==> src/rtl/opb_s2p_pkg.sv <==
// Shared register map and status layout for the Simulink-to-PPC OPB register cores.
// Byte offsets are relative to C_BASEADDR; status bit positions use LSB-0 numbering.
package opb_s2p_pkg;

    localparam logic [3:0] REG_HOLD_LO   = 4'h0;
    localparam logic [3:0] REG_SHADOW_HI = 4'h4;
    localparam logic [3:0] REG_STATUS    = 4'h8;
    localparam logic [3:0] REG_COUNT     = 4'hC;

    localparam int STAT_NEW_BIT = 31;
    localparam int STAT_OVF_BIT = 30;

    function automatic logic [31:0] status_word(input logic new_flag, input logic ovf);
        logic [31:0] w;
        w               = '0;
        w[STAT_NEW_BIT] = new_flag;
        w[STAT_OVF_BIT] = ovf;
        return w;
    endfunction

endpackage

==> src/rtl/opb_slave_ack.sv <==
// OPB slave address decode and single-pulse transfer acknowledge.
// accept marks the one cycle in which a selected transfer is committed; xfer_ack follows it.
module opb_slave_ack #(
    parameter logic [31:0] C_BASEADDR = 32'h0000_0000,
    parameter logic [31:0] C_HIGHADDR = 32'h0000_00FF
) (
    input  logic        clk,
    input  logic        rst,
    input  logic [0:31] abus,
    input  logic        select,
    output logic        accept,
    output logic [1:0]  offset,
    output logic        xfer_ack
);

    logic hit;
    logic busy;

    assign hit    = select && (abus >= C_BASEADDR) && (abus <= C_HIGHADDR);
    assign offset = abus[28:29];
    // busy tracks a hit already accepted, so a held select is acked only once.
    assign accept = hit && !busy && !rst;

    always_ff @(posedge clk) begin
        if (rst) begin
            xfer_ack <= 1'b0;
            busy     <= 1'b0;
        end else begin
            xfer_ack <= accept;
            busy     <= hit;
        end
    end

endmodule

==> src/rtl/opb_register_simulink2ppc.sv <==
// 64-bit fabric-to-PPC register on OPB: hold/shadow pair for coherent reads,
// new/overflow status flags and a free-running capture counter.
module opb_register_simulink2ppc
    import opb_s2p_pkg::*;
#(
    parameter logic [31:0] C_BASEADDR   = 32'h0000_0000,
    parameter logic [31:0] C_HIGHADDR   = 32'h0000_00FF,
    parameter int          C_OPB_AWIDTH = 32,
    parameter int          C_OPB_DWIDTH = 32,
    parameter              C_FAMILY     = "virtex5"
) (
    input  logic                     OPB_Clk,
    input  logic                     OPB_Rst,
    input  logic [0:C_OPB_AWIDTH-1]  OPB_ABus,
    input  logic [0:3]               OPB_BE,
    input  logic [0:C_OPB_DWIDTH-1]  OPB_DBus,
    input  logic                     OPB_RNW,
    input  logic                     OPB_select,
    input  logic                     OPB_seqAddr,
    output logic [0:C_OPB_DWIDTH-1]  Sl_DBus,
    output logic                     Sl_xferAck,
    output logic                     Sl_errAck,
    output logic                     Sl_retry,
    output logic                     Sl_toutSup,
    input  logic [63:0]              user_data_in,
    input  logic                     user_we
);

    localparam bit FAMILY_V5 = (C_FAMILY == "virtex5");

    logic        accept;
    logic [1:0]  offset;
    logic [3:0]  byte_off;
    logic        rd;
    logic        wr;
    logic        rd_lo;
    logic        ovf_clr;
    logic [63:0] hold;
    logic [31:0] shadow_hi;
    logic [31:0] cap_count;
    logic        new_flag;
    logic        ovf;
    logic [31:0] rd_data;
    logic        unused_ok;

    opb_slave_ack #(
        .C_BASEADDR (C_BASEADDR),
        .C_HIGHADDR (C_HIGHADDR)
    ) u_ack (
        .clk      (OPB_Clk),
        .rst      (OPB_Rst),
        .abus     (OPB_ABus),
        .select   (OPB_select),
        .accept   (accept),
        .offset   (offset),
        .xfer_ack (Sl_xferAck)
    );

    assign byte_off = {offset, 2'b00};
    assign rd       = accept && OPB_RNW;
    assign wr       = accept && !OPB_RNW;
    assign rd_lo    = rd && (byte_off == REG_HOLD_LO);
    // OPB_DBus is big-endian, so value bit n sits at bus index 31-n.
    assign ovf_clr  = wr && (byte_off == REG_STATUS) && OPB_DBus[31-STAT_OVF_BIT];

    assign Sl_errAck  = 1'b0;
    assign Sl_retry   = 1'b0;
    assign Sl_toutSup = 1'b0;
    assign unused_ok  = ^{OPB_BE, OPB_seqAddr, OPB_DBus, FAMILY_V5};

    always_comb begin
        rd_data = '0;
        case (byte_off)
            REG_HOLD_LO:   rd_data = hold[31:0];
            REG_SHADOW_HI: rd_data = shadow_hi;
            REG_STATUS:    rd_data = status_word(new_flag, ovf);
            REG_COUNT:     rd_data = cap_count;
            default:       rd_data = '0;
        endcase
    end

    // Reads see pre-edge values, so a capture coinciding with a low-word read
    // returns and latches the old sample; the new one lands in hold afterwards.
    always_ff @(posedge OPB_Clk) begin
        if (OPB_Rst) begin
            hold      <= '0;
            shadow_hi <= '0;
            cap_count <= '0;
            new_flag  <= 1'b0;
            ovf       <= 1'b0;
            Sl_DBus   <= '0;
        end else begin
            if (user_we) begin
                hold      <= user_data_in;
                cap_count <= cap_count + 32'd1;
            end
            if (rd_lo)
                shadow_hi <= hold[63:32];
            if (user_we)
                new_flag <= 1'b1;
            else if (rd_lo)
                new_flag <= 1'b0;
            if (user_we && new_flag)
                ovf <= 1'b1;
            else if (ovf_clr)
                ovf <= 1'b0;
            Sl_DBus <= rd ? rd_data : '0;
        end
    end

endmodule

==> config.mk <==
export PLATFORM = sky130hd
export DESIGN_NAME = opb_register_simulink2ppc
export DESIGN_NICKNAME = d
export VERILOG_FILES = /design/src/rtl/opb_s2p_pkg.sv /design/src/rtl/opb_slave_ack.sv /design/src/rtl/opb_register_simulink2ppc.sv
export SDC_FILE = /design/constraint.sdc
export NUM_CORES = 1
export LEC_CHECK = 0
export CORE_MARGIN = 10
export CORE_UTILIZATION = 49
export DETAILED_ROUTE_END_ITERATION = 10
export HOLD_SLACK_MARGIN = 0.12
export PLACE_DENSITY = 0.83
export SYNTH_ARGS = -nofsm -noshare
export SYNTH_HDL_FRONTEND = slang
export SYNTH_SLANG_ARGS = --single-unit
==> constraint.sdc <==
create_clock -name OPB_Clk -period 2.5 [get_ports OPB_Clk]
set_input_delay 0.25 -clock OPB_Clk [delete_from_list [all_inputs] [get_ports OPB_Clk]]
set_output_delay 0.25 -clock OPB_Clk [all_outputs]
set_load 0.01 [all_outputs]
==> Yosys cells after proc, flatten, opt, wreduce, memory -nomap -nowiden <==
Index checks and enable logic that the tools add are counted.
{ "word_totals": {"word_cells": 37, "register_bits": 164, "out_inout_bits": 36, "input_bits": 138} }
{ "op_classes": {"magnitude_cmp": 2, "n_eq_ne": 3, "n_addsub": 1, "muxes": 5, "n_bitwise": 1, "n_reduce_logical": 17} }
{ "ops": {"columns": ["operator", "n"], "rows": [
  ["32-bit case mux with 4 select lines", 1],
  ["32-bit by 1-bit adder with 32-bit output (second input constant)", 1],
  ["32-bit by 1-bit greater-or-equal comparator with 1-bit output (second input constant)", 1],
  ["32-bit by 8-bit less-or-equal comparator with 1-bit output (second input constant)", 1],
  ["1-bit logical AND", 10],
  ["2-bit == test (second input constant)", 2],
  ["4-bit logical NOT", 1],
  ["1-bit 2-to-1 mux", 4],
  ["2-bit nonzero test", 2],
  ["1-bit logical NOT", 3],
  ["2-bit by 1-bit == test with 1-bit output (second input constant)", 1],
  ["2-bit OR reduction", 1],
  ["1-bit inverter", 1]
]} }

==> Longest topological paths before layout <==
{ "depth": {"depth_word": 10, "depth_mapped": 7, "mapped_depth_nobuf": 5} }

==> Hierarchy <==
From an unflattened synthesis, not the netlist that was laid out.
{ "unflattened": {"hier_cells": 694, "hier_area_um2": 6510.0} }
{ "by_module_without_submodules": {"columns": ["module", "n_inst", "cells_each", "area_each_um2", "seq_area_each_um2"], "rows": [
  ["opb_register_simulink2ppc", 1, 678, 6378.6, 3243.1],
  ["opb_slave_ack", 1, 16, 131.4, 40.0]
]} }

==> Worst setup path before layout <==
OpenSTA, ideal clock, no wires.
{ "synth_timing": {"kind": "flip-flop to flip-flop", "startpoint": "reg cap_count[4]", "endpoint": "reg cap_count[19]", "t_arrival_ns": 1.809, "setup_time_ns": 0.070, "n_path_buf": 1, "synth_period_minus_slack_ns": 1.880, "setup_slack_ns": 0.620, "stages_incl_launch_ff": 6, "required_ns": 2.430, "path_cell_list": "dfxtp_1 > nand4_2 > or4_4 > buf_6 > or4_1 > a21oi_1"} }
{ "synth_via": {"elab_chain_len": 1} }
{ "synth_lines": {"columns": ["element", "line_no", "source"], "rows": [
  ["start, declared", "opb_register_simulink2ppc.sv:40", "logic [31:0] cap_count;"],
  ["start signal, assigned", "opb_register_simulink2ppc.sv:95", "cap_count <= cap_count + 32'd1;"],
  ["32-bit by 1-bit adder with 32-bit output", "opb_register_simulink2ppc.sv:95", null]
]} }
No other way between the ends.
A chain may end at the register's enable or synchronous reset.

==> Worst setup path after layout <==
{ "layout_timing": {"startpoint": "reg cap_count[5]", "endpoint": "reg cap_count[31]"} }
The elaborated chain is that of the path after synthesis.

==> impl_metrics.toml <==
[cts]
total_clock_sinks = 164
numCtsBuffers = 17
insertion_delay_to_the_later_sink_of_the_worst_skew_pair_ns = 0.43
clock_path_buffers = 2
ctsHoldBuffers = 0
postCtsSetupRepairBufs = 0
clock_root_buffer_master = "sky130_fd_sc_hd__clkbuf_16"
ctsResizeCount = 0
cts_tree = "yes"
clk_transition_reported_paths_ns = 0.06
clock_h_tree_levels = 4

[die]
floorplan.die.height_um = 136
rows = 42
top_level_ports = 174
floorplan.initialDensity_pct = 50.0
floorplan.die_area_sq_um = 18600
die_width_um = 136
design.core.area_sq_um = 13200

[sta]
grt_setup_unrepaired = "false"
final.min_clock_period_ns = 2.18
finalHoldViolCount = 0
max_clock_freq_mhz = 459
final_max_slew_viol_count = 0
layout_setup_ws_ns = 0.322
period_share_pct = 87.1
tightestPinTransition_ns = 1.08
final_count_of_negative_setup_slack_endpoints = 0
skew_ns = 0.00829
final.setup.tns_ns = 0
worst_hold_slack_ns = 0.178
slew_headroom_pct = 27.8

[setup_path]
cp_num_buf_inv = 0
critical_path.top_delay_family = "simple AND/OR/NAND/NOR gates"
critPathMaxFanout = 31
path_class = "reg -> reg"
critPathRequiredTime_ns = 2.84
slowest_delay_ns = 0.69
critPathCaptureType = "flip-flop"
crit_path_cell_trace = "nand4_2 -> or4_4 -> or4_1 -> a21oi_1"
worst_path_max_delay_cell = "sky130_fd_sc_hd__or4_4"
crit_arrival_ns = 2.52
setup.worst_path.start_class = "flip-flop"

[pwr]
leakage_nw = 3.13
maximum_vdd_drop_mv = 0.459
power_density_nw_per_um2 = 652

[run]
drv.max_cap_violation_count = 0

[run_status]
status = "complete, no violations"

[synthesis]
seq_area_frac_synth_pct = 49.5
synthesis.yosys.warnings = 0
instance_count_of_the_mapped_netlist = 702
avg_cell_area_syn_sq_um = 9.44
synth.lib_cells_used.distinct = 38
postSynthRegisterBits = 164
syn_area_sq_um = 6630

[placed_design]
pre_cts_slack_ns = 0.0667
numPortBuffers = 128
dp_cells = 962
gp_routability_congestion = 0.852
dp_hpwl_um = 12400

[grt]
gr-total-overflow = 0
global_route_wire_length_before_repair_um = 29200
grt_start_max_net_pins = 107
grt_antenna_before_repair = 1
first_global_vias = 5802
globalRouteTotalUtil_pct = 19.5

[route]
routed_via_density = 5.67
detail_route.wl_per_cell_um = 18.1
drc_errors = 0
route.final.wire_length_um = 18000
final_antenna_net_count = 0
drt-initial-drc-count = 471
first_pass_iters = 5
via_count = 5640

[layout]
post_route_cells_drive_above_1_share_pct = 10.1
fill_cells = 1035
layout.area.seq_sq_um = 3280
area_growth_pct = 29.5
area_of_the_multi_input_gates_sq_um = 3080
nets = 945
finish.cell_count_without_fillers = 995

[hold_path]
hold_class = "in -> reg"
routing by layer:
layer / part of all wire [%] / up-vias / wire length [um] / GRT usage (%)
li1: - / 2719 / - / -
met1: 41 / 2686 / 7320 / 23.1
met2: 49 / 203 / 8880 / 32.2
met3: 7.5 / 32 / 1340 / 5.50
met4: 2.4 / 0 / 433 / 8.40
met5: 0 / - / 0 / 0
Yosys cell counts (all sizes together):
master	n	share of area (%)
a21oi	54	4.1
a22oi	30	3.4
a311oi	1	0.13
and2	4	0.38
and3	1	0.11
and4	8	1.1
buf	19	1.5
clkbuf	41	2.3
conb	1	0.057
dfxtp	164	50
ha	1	0.19
inv	4	0.23
mux2	30	5.1
mux2i	65	9.8
mux4	2	0.68
nand2	13	0.74
nand2b	1	0.094
nand3	42	3.2
nand4	12	1.2
nor2	108	6.1
nor2b	2	0.19
nor3	1	0.075
nor4	8	0.76
nor4b	2	0.26
nor4bb	1	0.15
o21ai	39	2.9
o31ai	14	1.6
or3	6	0.59
or4	17	2.0
xnor2	6	0.79
xor2	5	0.66
cell usage in the layout, fill, tap and decap left out, types with 7 or more instances in the layout:
| master | instances |
|---|---|
| sky130_fd_sc_hd__buf_4 | 14 |
| sky130_fd_sc_hd__a22oi_1 | 30 |
| sky130_fd_sc_hd__o21ai_0 | 39 |
| sky130_fd_sc_hd__clkbuf_16 | 17 |
| sky130_fd_sc_hd__a21oi_1 | 54 |
| sky130_fd_sc_hd__or4_1 | 16 |
| sky130_fd_sc_hd__nand3_1 | 42 |
| sky130_fd_sc_hd__nand2_1 | 13 |
| sky130_fd_sc_hd__nand4_1 | 11 |
| sky130_fd_sc_hd__dfxtp_1 | 164 |
| sky130_fd_sc_hd__mux2i_1 | 65 |
| sky130_fd_sc_hd__nor4_1 | 8 |
| sky130_fd_sc_hd__nor2_1 | 107 |
| sky130_fd_sc_hd__and4_1 | 7 |
| sky130_fd_sc_hd__mux2_2 | 30 |
| sky130_fd_sc_hd__o31ai_1 | 14 |
| sky130_fd_sc_hd__clkdlybuf4s50_1 | 125 |
registers in the layout, indices dropped and copies added, names as in the netlist:
signal / flops
u_ack.xfer_ack: 1
new_flag: 1
cap_count: 32
shadow_hi: 32
ovf: 1
u_ack.busy: 1
Sl_DBus: 32
hold: 64
power by group:
part / internal, W / total (W) / switching, W
combinational: 0.000227 / 0.000397 / 0.000170
sequential: 0.00268 / 0.00272 / 0.0000401
clock: 0.00145 / 0.00247 / 0.00102
total: 0.00436 / 0.00559 / 0.00123
cell type report:
type                    count  area share [%]
flip-flops and latches    164            38.3
multi-input cells         476            35.9
repair buffers            143            16.6
clock buffers              21            5.13
well taps                 176            2.57
clock inverters            10            1.28
inverters                   4           0.175
diodes                      1          0.0292
logic make-up (layout without fill, tap and decap cells):
| kind of cell | after synthesis | in the layout | synth area share, % |
|---|---|---|---|
| muxes | 97 | 97 | 15.6 |
| xor gates and xnor gates | 11 | 11 | 1.45 |
| and+or+nand+nor | 226 | 226 | 16.9 |
| other | 1 | 4 | 0.0566 |
| DFF | 164 | 164 | 49.5 |
| AOI/OAI and AO/OA | 138 | 138 | 12.1 |
| buffers and inverters | 64 | 178 | 4.10 |
| adders and majority gates | 1 | 1 | 0.189 |
metrics by stage:
step | instance area (sq um) | total power, W | util, %
floorplan | 6630 | 0.00297 | -
global placement | 8000 | 0.00315 | 60.4
detailed placement | 8000 | 0.00317 | 60.4
CTS | 8550 | 0.00560 | 64.6
global route | 8580 | 0.00575 | 64.8
finish | 8580 | 0.00559 | 64.8
path summary, 6_finish.rpt:
path,slack [ns],from,cells past startpoint,to
setup reg to reg,0.32,cap_count[5],4,cap_count[31]
hold / removal,0.18,OPB_Rst,2,hold[5]
setup / recovery,0.32,cap_count[5],4,cap_count[31]
hold reg to reg,0.47,hold[36],2,shadow_hi[4]
No activity file was read; power rests on OpenSTA's default activity.
